`config.mk`:
```
export PLATFORM = sky130hd
export DESIGN_NAME = avalon_interface
export DESIGN_NICKNAME = d
export VERILOG_FILES = /design/src/rtl/avalon_pkg.sv /design/src/rtl/avalon_addr_decode.sv /design/src/rtl/avalon_interface.sv
export SDC_FILE = /design/constraint.sdc
export NUM_CORES = 1
export LEC_CHECK = 0
export CELL_PAD_IN_SITES_DETAIL_PLACEMENT = 0
export CELL_PAD_IN_SITES_GLOBAL_PLACEMENT = 1
export CORE_MARGIN = 1
export CORE_UTILIZATION = 38
export DETAILED_ROUTE_END_ITERATION = 16
export GPL_TIMING_DRIVEN = 0
export PLACE_DENSITY_LB_ADDON = 0.08
export SYNTH_ARGS = -nofsm -noshare
export SYNTH_HDL_FRONTEND = slang
export SYNTH_SLANG_ARGS = --single-unit
export TNS_END_PERCENT = 5
```
`constraint.sdc`:
```
create_clock -name clk -period 14.4 [get_ports clk]
set_input_delay 4.32 -clock clk [delete_from_list [all_inputs] [get_ports clk]]
set_output_delay 4.32 -clock clk [all_outputs]
set_load 0.005 [all_outputs]
```
`src/rtl/avalon_pkg.sv`:
```
// avalon_pkg: region map, response codes and FSM states for the Avalon-MM front end
package avalon_pkg;
  localparam logic [12:0] PIX_BASE = 13'd0;
  localparam logic [12:0] WGT_BASE = 13'd1024;
  localparam logic [12:0] OUT_BASE = 13'd4115;
  localparam logic [12:0] CONTROL_REG = 13'd4126;
  localparam logic [12:0] STATUS_REG = 13'd4127;
  typedef enum logic [1:0] {OKAY = 2'b00, DECERR = 2'b11} resp_t;
  typedef enum logic [1:0] {IDLE, CAPTURE, ACK, RDATA} state_t;
  typedef enum logic [2:0] {R_PIX, R_WGT, R_OUT, R_CTRL, R_STAT, R_NONE} region_t;
endpackage

```
`src/rtl/avalon_addr_decode.sv`:
```
// avalon_addr_decode: maps a word address to its region and region-relative offset
module avalon_addr_decode
  import avalon_pkg::*;
(
  input  logic [12:0] addr,
  output region_t     region,
  output logic [11:0] offset
);
  logic [12:0] base;
  always_comb begin
    region = addr < WGT_BASE ? R_PIX : addr < OUT_BASE ? R_WGT : addr < CONTROL_REG ? R_OUT :
             addr == CONTROL_REG ? R_CTRL : addr == STATUS_REG ? R_STAT : R_NONE;
    base = region == R_WGT ? WGT_BASE : region == R_OUT ? OUT_BASE : PIX_BASE;
  end
  assign offset = 12'(addr - base);
endmodule

```
`src/rtl/avalon_interface.sv`:
```
// avalon_interface: Avalon-MM slave decoding host traffic into RAM ports and control/status registers
module avalon_interface
  import avalon_pkg::*;
(
  input  logic        clk,
  input  logic        n_rst,
  input  logic        write,
  input  logic        read,
  input  logic        beginbursttransfer,
  input  logic [9:0]  burstcount,
  input  logic [12:0] address,
  input  logic [31:0] writedata,
  output logic [31:0] readdata,
  output logic        readdatavalid,
  output logic        writeresponsevalid,
  output logic [1:0]  response,
  output logic        waitrequest,
  input  logic [16:0] result_output,
  input  logic        done_calc,
  input  logic        overflow,
  output logic [11:0] weight_address,
  output logic [9:0]  pixel_address,
  output logic        w_enable_weights,
  output logic        w_enable_pixels,
  output logic [15:0] store_data,
  output logic [3:0]  output_address,
  output logic        start_calc,
  output logic        clear_data
);
  state_t state, next;
  region_t region, region_q;
  resp_t resp_q;
  logic [11:0] offset;
  logic [12:0] addr_q, cap_addr;
  logic [31:0] data_q, ctrl_q;
  logic [9:0] rem_q;
  logic wr_q, burst_q, err_q, bad, go, ack_wr;
  assign cap_addr = burst_q ? addr_q + 13'd1 : address;
  assign bad = region == R_NONE || (burst_q && err_q);
  assign go = !(burst_q && !write);
  assign ack_wr = state == ACK && wr_q;
  avalon_addr_decode u_dec (.addr(cap_addr), .region(region), .offset(offset));
  always_comb begin
    next = state == IDLE ? ((read || write) ? CAPTURE : IDLE) :
           state == CAPTURE ? (go ? ACK : IDLE) :
           state == ACK ? (!wr_q ? RDATA : (burst_q && rem_q > 10'd1) ? CAPTURE : IDLE) : IDLE;
    waitrequest = state != ACK;
    readdatavalid = state == RDATA;
    writeresponsevalid = ack_wr;
    w_enable_pixels = ack_wr && region_q == R_PIX;
    w_enable_weights = ack_wr && region_q == R_WGT;
    response = resp_q;
    readdata = state != RDATA ? 32'd0 :
               region_q == R_OUT ? {{15{result_output[16]}}, result_output} :
               region_q == R_CTRL ? ctrl_q :
               region_q == R_STAT ? {30'd0, overflow, done_calc} : 32'd0;
  end
  always_ff @(posedge clk) begin
    if (n_rst) begin
      state <= IDLE;
      region_q <= R_NONE;
      resp_q <= OKAY;
      addr_q <= '0;
      data_q <= '0;
      ctrl_q <= '0;
      rem_q <= '0;
      wr_q <= 1'b0;
      burst_q <= 1'b0;
      err_q <= 1'b0;
      pixel_address <= '0;
      weight_address <= '0;
      output_address <= '0;
      store_data <= '0;
      start_calc <= 1'b0;
      clear_data <= 1'b0;
    end else begin
      state <= next;
      start_calc <= ack_wr && region_q == R_CTRL && data_q[0];
      clear_data <= ack_wr && region_q == R_CTRL && data_q[1];
      if (state == CAPTURE && go) begin
        addr_q <= cap_addr;
        data_q <= writedata;
        wr_q <= write;
        err_q <= bad;
        resp_q <= bad ? DECERR : OKAY;
        region_q <= bad ? R_NONE : region;
        if (!burst_q && write && beginbursttransfer) begin
          burst_q <= 1'b1;
          rem_q <= burstcount == 10'd0 ? 10'd1 : burstcount;
        end
        if (!bad && write) store_data <= writedata[15:0];
        if (!bad && region == R_PIX) pixel_address <= offset[9:0];
        if (!bad && region == R_WGT) weight_address <= offset;
        if (!bad && region == R_OUT) output_address <= offset[3:0];
      end
      if (state == CAPTURE && !go) burst_q <= 1'b0;
      if (state == ACK) begin
        if (ack_wr && region_q == R_CTRL) ctrl_q <= data_q;
        if (burst_q) rem_q <= rem_q - 10'd1;
        if (!(burst_q && rem_q > 10'd1)) burst_q <= 1'b0;
      end
    end
  end
endmodule

```
## After elaboration in Yosys (flattened, before gate mapping)

Cells that the tools add are included.

| word-level totals | value |
|---|---|
| output and inout port bits | 83 |
| bits of input ports | 79 |
| flip-flop bits (word level) | 141 |

| operators by class | value |
|---|---|
| multiplexer cells | 31 |
| reductions and logical operators | 32 |
| equal/unequal tests | 14 |
| order comparisons | 4 |
| add/sub/neg operators | 3 |

Operator list:

| operator | count |
|---|---|
| $mux W32 | 3 |
| $mux W10 | 5 |
| $eq A13 B13 Y1 const B | 2 |
| $lt A13 B13 Y1 const B | 2 |
| $logic_and A1 B1 Y1 | 17 |
| $mux W3 | 5 |
| $mux W2 | 7 |
| $add A13 B1 Y13 const B | 1 |
| $lt A13 B11 Y1 const B | 1 |
| $mux W13 | 1 |
| $mux W12 | 1 |
| $sub A12 B12 Y12 | 1 |
| $gt A10 B1 Y1 const B | 1 |
| $logic_not A10 Y1 | 1 |
| $reduce_and A2 Y1 | 5 |
| $sub A10 B1 Y10 const B | 1 |
| $eq A3 B2 Y1 const B | 3 |
| $mux W1 | 8 |
| $eq A3 B1 Y1 const B | 2 |
| $eq A3 B3 Y1 const B | 2 |
| $logic_not A3 Y1 | 2 |
| $mux W5 | 1 |
| $eq A2 B2 Y1 const B | 2 |
| $logic_not A1 Y1 | 4 |
| other kinds (4) | 6 |

## Depth between registers and ports, before layout

Gate-level depths: netlist of run 1.

| depth | value |
|---|---|
| word-level depth | 13 |
| mapped depth | 19 |
| gate-level depth less buffers | 18 |

## Cells and area by module

A second synthesis of run 1 with hierarchy kept.

| second synthesis, totals | value |
|---|---|
| cells, all modules | 797 |
| area total of the unflattened synthesis | 6,698.9 um2 |

Modules (own cells, without submodules):

| module | cells each | area an instance (um2) | times used |
|---|---|---|---|
| avalon_interface | 739 | 6,292.3 | 1 |
| avalon_addr_decode | 58 | 406.6 | 1 |

## Worst setup path before layout of run 1

No wires, ideal clock.

| timing path | value |
|---|---|
| kind | input-to-output |
| from | input port result_output[16] |
| to | output port readdata[20] |
| cell stages on the path | 3 |
| arrival | 5.015 ns |
| path buffers | 1 |
| setup slack | 5.065 ns |
| cell sequence | o211ai_1 > clkbuf_1 > a21oi_1 |

| on the way | value |
|---|---|
| word-level cells in the longest chain between the ends | 2 |

RTL lines:

| item | line | RTL |
|---|---|---|
| start, declared | avalon_interface.sv:18 | `input logic [16:0] result_output,` |
| $mux W32 | avalon_interface.sv:54 | `region_q == R_OUT ? {{15{result_output[16]}}, result_output} :` |
| $mux W32 | avalon_interface.sv:53 | `readdata = state != RDATA ? 32'd0 :` |
| end, declared | avalon_interface.sv:13 | `output logic [31:0] readdata,` |

Every way passes these cells.

## Worst setup path after layout of run 1

| timing path | value |
|---|---|
| from | input port result_output[16] |
| to | output port readdata[28] |

The elaborated chain is that of the path after synthesis.

==> run metrics, run 1 <==
initial antenna violation count=0; Remaining DRCs=0; via count=6124; Initial Util=39.5%; Leakage=3.26 nW; CP Class=primary input to output port; Synth Flop Type=dfxtp_1; Final Skew=0.00839 ns; Synth top area share=43.7%; Antenna Nets Post-Route=0; top post-synthesis cells by area=dfxtp_1, nand2_1, a21oi_1; WL/cell=15.6 µm; dpl cells=1181; Yosys cell types=52; Hold Path Class=flop to flop; drt total wl=19000 µm; Overflow after GRT=0; required time of the critical path=10.08 ns; cell with the most instances after synthesis=nand2_1; share of layout cells above drive strength 1=4.71%; Synthesis Warnings=0; Tcrit/Tclk final=73.2%; crit path DAT=6.23 ns; hold slack=0.451 ns; final-stage net count=1071; Max Slew Vio Count=0; clock sinks=139; Synth area leader=dfxtp_1; Die X=131 µm; Final setup violation count=0; final hold vios=0; Reg clk slew, reported paths=0.06 ns; non-filler cells, final=1213; Final Critical Period=10.55 ns; Layout fillers=1605; vias in the first global route=5911; Overall Global Routing Usage=22.5%; port bufs=160; sequential share of the synthesized area=43.7%; max_cap viols=0; synthesized instance count=805; CTS root buffer=clkbuf_16; Skew-Pair Late Insertion Delay=0.42 ns; drt via density=5.05; diode count=0; Synth Register Bits=139; simple logic cell fraction of the synthesized area=22.5%; Crit. End Element=output port; mux cell area share after synthesis=8.48%; CP Max Fanout=10; Tightest Pin Transition=0.766 ns; Row Count=46; ys async rst share=0%; first-pass GRT wire length=31000 µm; post-synthesis adder-cell area fraction=1.69%; worst-case vdd ir drop=86.2 µV; Post-synth EDFFs=0; fmax=94.8 MHz; boundary pin count=162; Post-CTS Resized=0; most common library cells after synthesis=nand2_1, dfxtp_1, a21oi_1; Core Footprint=16100 µm²; gpl congestion=0.791; status=complete, no violations; Setup Fix Bufs, Post-CTS=0; pin count of the biggest net entering global routing=17; Final TNS setup=0 ns; Inserted Clock Buffers=17; full die area=17300 µm²; DRT iter0 DRCs=358; Die Y=131 µm; Synth Area in Compound Gates=16.0%; largest family of logic cells by synthesized area=simple AND/OR/NAND/NOR gates; DR pass1 iterations=5; post-synthesis xor/xnor area fraction=2.34%; mapped cell area=6370 µm²; syn nets=892; worst-case clock buffer depth=2; DP HPWL=13900 µm; RSZ-0062 raised after global routing=no; cts hold-fix bufs=0; Worst slew margin=47.6%; Startpoint Class=primary input; Syn-to-layout area delta=40.2%; post-layout util=55.4%; TritonCTS clock tree=built; Mean Syn Cell Area=7.92 µm²; H-tree Lvls=4; Power Dens Cells=120 nW/µm²
[state kept, by name (all words and copies together) (netlist names)]
register	flops
pixel_address	10
rem_q	10
region_q	3
output_address	4
burst_q	1
state	2
response	1
data_q	32
store_data	16
clear_data	1
addr_q	13
weight_address	12
ctrl_q	32
wr_q	1
start_calc	1
[cell usage in the layout, fill, tap and decap left out, types with 2 or more instances in the layout]
master / count
xnor2_1: 10
nand3_1: 9
buf_1: 4
nor3b_1: 2
o211ai_1: 4
xor2_1: 7
nor3_1: 19
nand2b_1: 5
inv_1: 30
clkbuf_16: 17
clkinv_4: 2
o21ai_0: 15
nor2_1: 97
nand4_1: 3
a31oi_1: 5
a211oi_1: 15
ha_1: 7
a21oi_1: 112
nor2b_1: 8
clkbuf_1: 40
o31ai_1: 3
o21a_1: 3
buf_6: 3
dfxtp_1: 139
or3_1: 5
a2111oi_0: 2
a31o_2: 2
nor4_1: 8
nand2_1: 160
nor4b_1: 2
clkinv_2: 3
mux2i_1: 54
a311oi_1: 3
buf_4: 2
bufinv_16: 7
clkdlybuf4s50_1: 160
buf_2: 3
and3_1: 7
[metrics by stage]
stage / cell area, µm² / power [mW] / worst slack (ns)
4_1_cts: 8930 / 1.07 / 3.84
6_report: 8930 / 1.07 / 3.85
2_1_floorplan: 6370 / 0.496 / 5.07
5_1_grt: 8930 / 1.11 / 3.70
3_3_place_gp: 8240 / 0.558 / 3.83
3_5_place_dp: 8240 / 0.558 / 3.84
[critical path, stage by stage]
cell	delay, ns
clkdlybuf4s50_1	0.43
o211ai_1	0.45
clkbuf_1	0.44
a21oi_1	0.12
clkdlybuf4s50_1	0.47
[cells by family (layout without fill, tap and decap cells)]
logic type	Yosys count	in the layout
AO/OA/AOI/OAI	174	174
multiplexers	54	54
buffers and inverters	81	273
XOR/XNOR	17	17
flip-flops	139	139
AND/OR/NAND/NOR	332	332
adder cells (fa/ha/maj)	8	8
[power breakdown]
group | leakage (nW) | switching (mW) | internal [mW]
logic | 1.79 | 0.0732 | 0.0619
registers | 1.13 | 0.0131 | 0.402
clock network | 0.338 | 0.171 | 0.347
[per-layer routing]
metal	up-vias	GRT usage [%]	wire length, µm
met5	-	0	0
met4	0	7.75	329
met3	18	4.40	811
met2	156	36.4	8710
met1	2846	29.8	9100
li1	3104	-	-
[path summary, 6_finish.rpt]
kind	cells after the start	end	start	slack, ns
worst min register to register	2	ctrl_q[17]	data_q[17]	0.45
worst min-delay path	2	ctrl_q[17]	data_q[17]	0.45
worst max-delay path	5	readdata[28]	result_output[16]	3.85
worst max register to register	17	pixel_address[9]	addr_q[0]	8.68
[area by class of cell]
cell class | instances | area, µm² | share of cell area, %
inverter | 31 | 116 | 1.30
clock inverter | 12 | 243 | 2.72
multi-input combinational | 585 | 3250 | 36.4
timing repair buffer | 160 | 1600 | 17.9
buffer | 50 | 221 | 2.48
sequential | 139 | 2780 | 31.1
clock buffer | 20 | 447 | 5.00
tap | 216 | 270 | 3.03
No activity file was read; power rests on OpenSTA's default activity.
==> run 2, diff against run 1 <==
Settings changed: CORE_UTILIZATION 38 to 36.
Clock period 14.4 ns to 9.95 ns, I/O delays scaled along.
==> run 2 against run 1 <==
Final cell count grew 0.66%; highest routed layer unchanged; largest cell class unchanged; via count down 1.6%; utilization fell by 4.2 points; clock-buffer cell count grew 1; first-iteration DRC count decreased by 24%; combinational power up 44%; power up 36%; flip-flop and latch count did not move; wire length increased by 1.1%; clock skew increased by 0.00086 ns; critical path depth is the same.
==> run metrics, run 2 (same netlist as run 1, synthesis figures left out) <==
status=complete, no violations; Tcrit/Tclk final=79.3%; Final Critical Period=7.89 ns; full die area=18200 µm²; Setup Fix Bufs, Post-CTS=0; H-tree Lvls=4; DRT iter0 DRCs=271; Overall Global Routing Usage=21.5%; Tightest Pin Transition=0.711 ns; final hold vios=0; gpl congestion=0.840; top flop regs=ctrl_q: 32 flops, data_q: 32 flops, store_data: 16 flops; met1 usage=28.7%; first-pass GRT wire length=29700 µm; Initial Util=36.8%; Startpoint Class=primary input; Final TNS setup=0 ns; Max Slew Vio Count=0; CTS root buffer=clkbuf_16; max_cap viols=0; Antenna Nets Post-Route=0; Final setup violation count=0; hold slack=0.450 ns; WL/cell=15.7 µm; share of layout cells above drive strength 1=4.72%; clock sinks=139; initial antenna violation count=0; grt met3 use=4.43%; worst-case vdd ir drop=124 µV; port bufs=160; Layout fillers=1770; Worst slew margin=51.4%; drt total wl=19200 µm; required time of the critical path=6.97 ns; CP Class=primary input to output port; Leakage=3.21 nW; Post-CTS Resized=0; dpl ws=2.03 ns; Global Route met2 Usage=34.8%; post-layout util=51.3%; Crit. End Element=output port; drt via density=4.94; most frequent cells in the layout=nand2_1, clkdlybuf4s50_1, dfxtp_1, a21oi_1, nor2_1; Power Dens Cells=164 nW/µm²; via count=6028; Row Count=48; fmax=127 MHz; DR pass1 iterations=4; vias in the first global route=5575; post-route setup slack=2.06 ns; RSZ-0062 raised after global routing=no; Final Skew=0.00925 ns; pin count of the biggest net entering global routing=17; global route hottest layer=met2; Die X=135 µm; Syn-to-layout area delta=39.1%; Hold Path Class=flop to flop; Skew-Pair Late Insertion Delay=0.43 ns; CP Max Fanout=10; Overflow after GRT=0; diode count=0; crit path DAT=4.90 ns; cts hold-fix bufs=0; DP HPWL=14100 µm; Die Y=135 µm; Inserted Clock Buffers=17; boundary pin count=162; Core Footprint=17300 µm²; Reg clk slew, reported paths=0.06 ns; Remaining DRCs=0; final-stage net count=1071; worst-case clock buffer depth=2; overall power=1.46 mW; TritonCTS clock tree=built
-- run 2: cell count changes in the layout (fill, tap and decap cells not counted) --
cell,before,now
bufinv_16,7,3
clkbuf_1,40,39
clkbuf_8,1,3
clkinv_2,3,2
clkinv_4,2,1
clkinvlp_4,0,3
inv_6,0,1
-- run 2: final cells by class --
class / count / area [µm²] / share of cell area [%]
clock buffers: 21 / 470 / 5.31
multi-input cells: 585 / 3250 / 36.7
clock inverters: 10 / 140 / 1.58
repair buffers: 160 / 1600 / 18.1
inverters: 31 / 116 / 1.31
well taps: 225 / 282 / 3.18
plain buffers: 50 / 221 / 2.50
flip-flops and latches: 139 / 2780 / 31.4
-- run 2: final timing paths --
check	from	endpoint	slack, ns	cells past startpoint
worst max-delay path	result_output[16]	readdata[29]	2.06	5
worst min register to register	data_q[24]	ctrl_q[24]	0.45	2
worst max register to register	addr_q[0]	pixel_address[9]	4.31	17
worst min-delay path	data_q[24]	ctrl_q[24]	0.45	2
-- run 2: metrics by stage --
| stage | cell area [µm²] | cells |
|---|---|---|
| finish | 8870 | 1221 |
| CTS | 8870 | 1221 |
| global placement | 8260 | 1190 |
| global route | 8870 | 1221 |
| floorplan | 6370 | 805 |
| detailed placement | 8260 | 1190 |
-- run 2: where the power goes --
part | leakage (nW) | switching [mW] | internal [mW]
combinational | 1.79 | 0.105 | 0.0896
clock | 0.292 | 0.250 | 0.413
sequential | 1.13 | 0.0185 | 0.581
total | 3.21 | 0.374 | 1.08
-- run 2: per-layer routing --
layer | wire, µm | up-vias
li1 | - | 3095
met1 | 9190 | 2801
met2 | 8910 | 118
met3 | 880 | 14
met4 | 190 | 0
met5 | 0 | -
-- run 2: critical path, stage by stage --
cell             delay (ns)
clkdlybuf4s50_1        0.43
o211ai_1               0.47
clkbuf_1               0.43
a21oi_1                0.12
clkdlybuf4s50_1        0.47
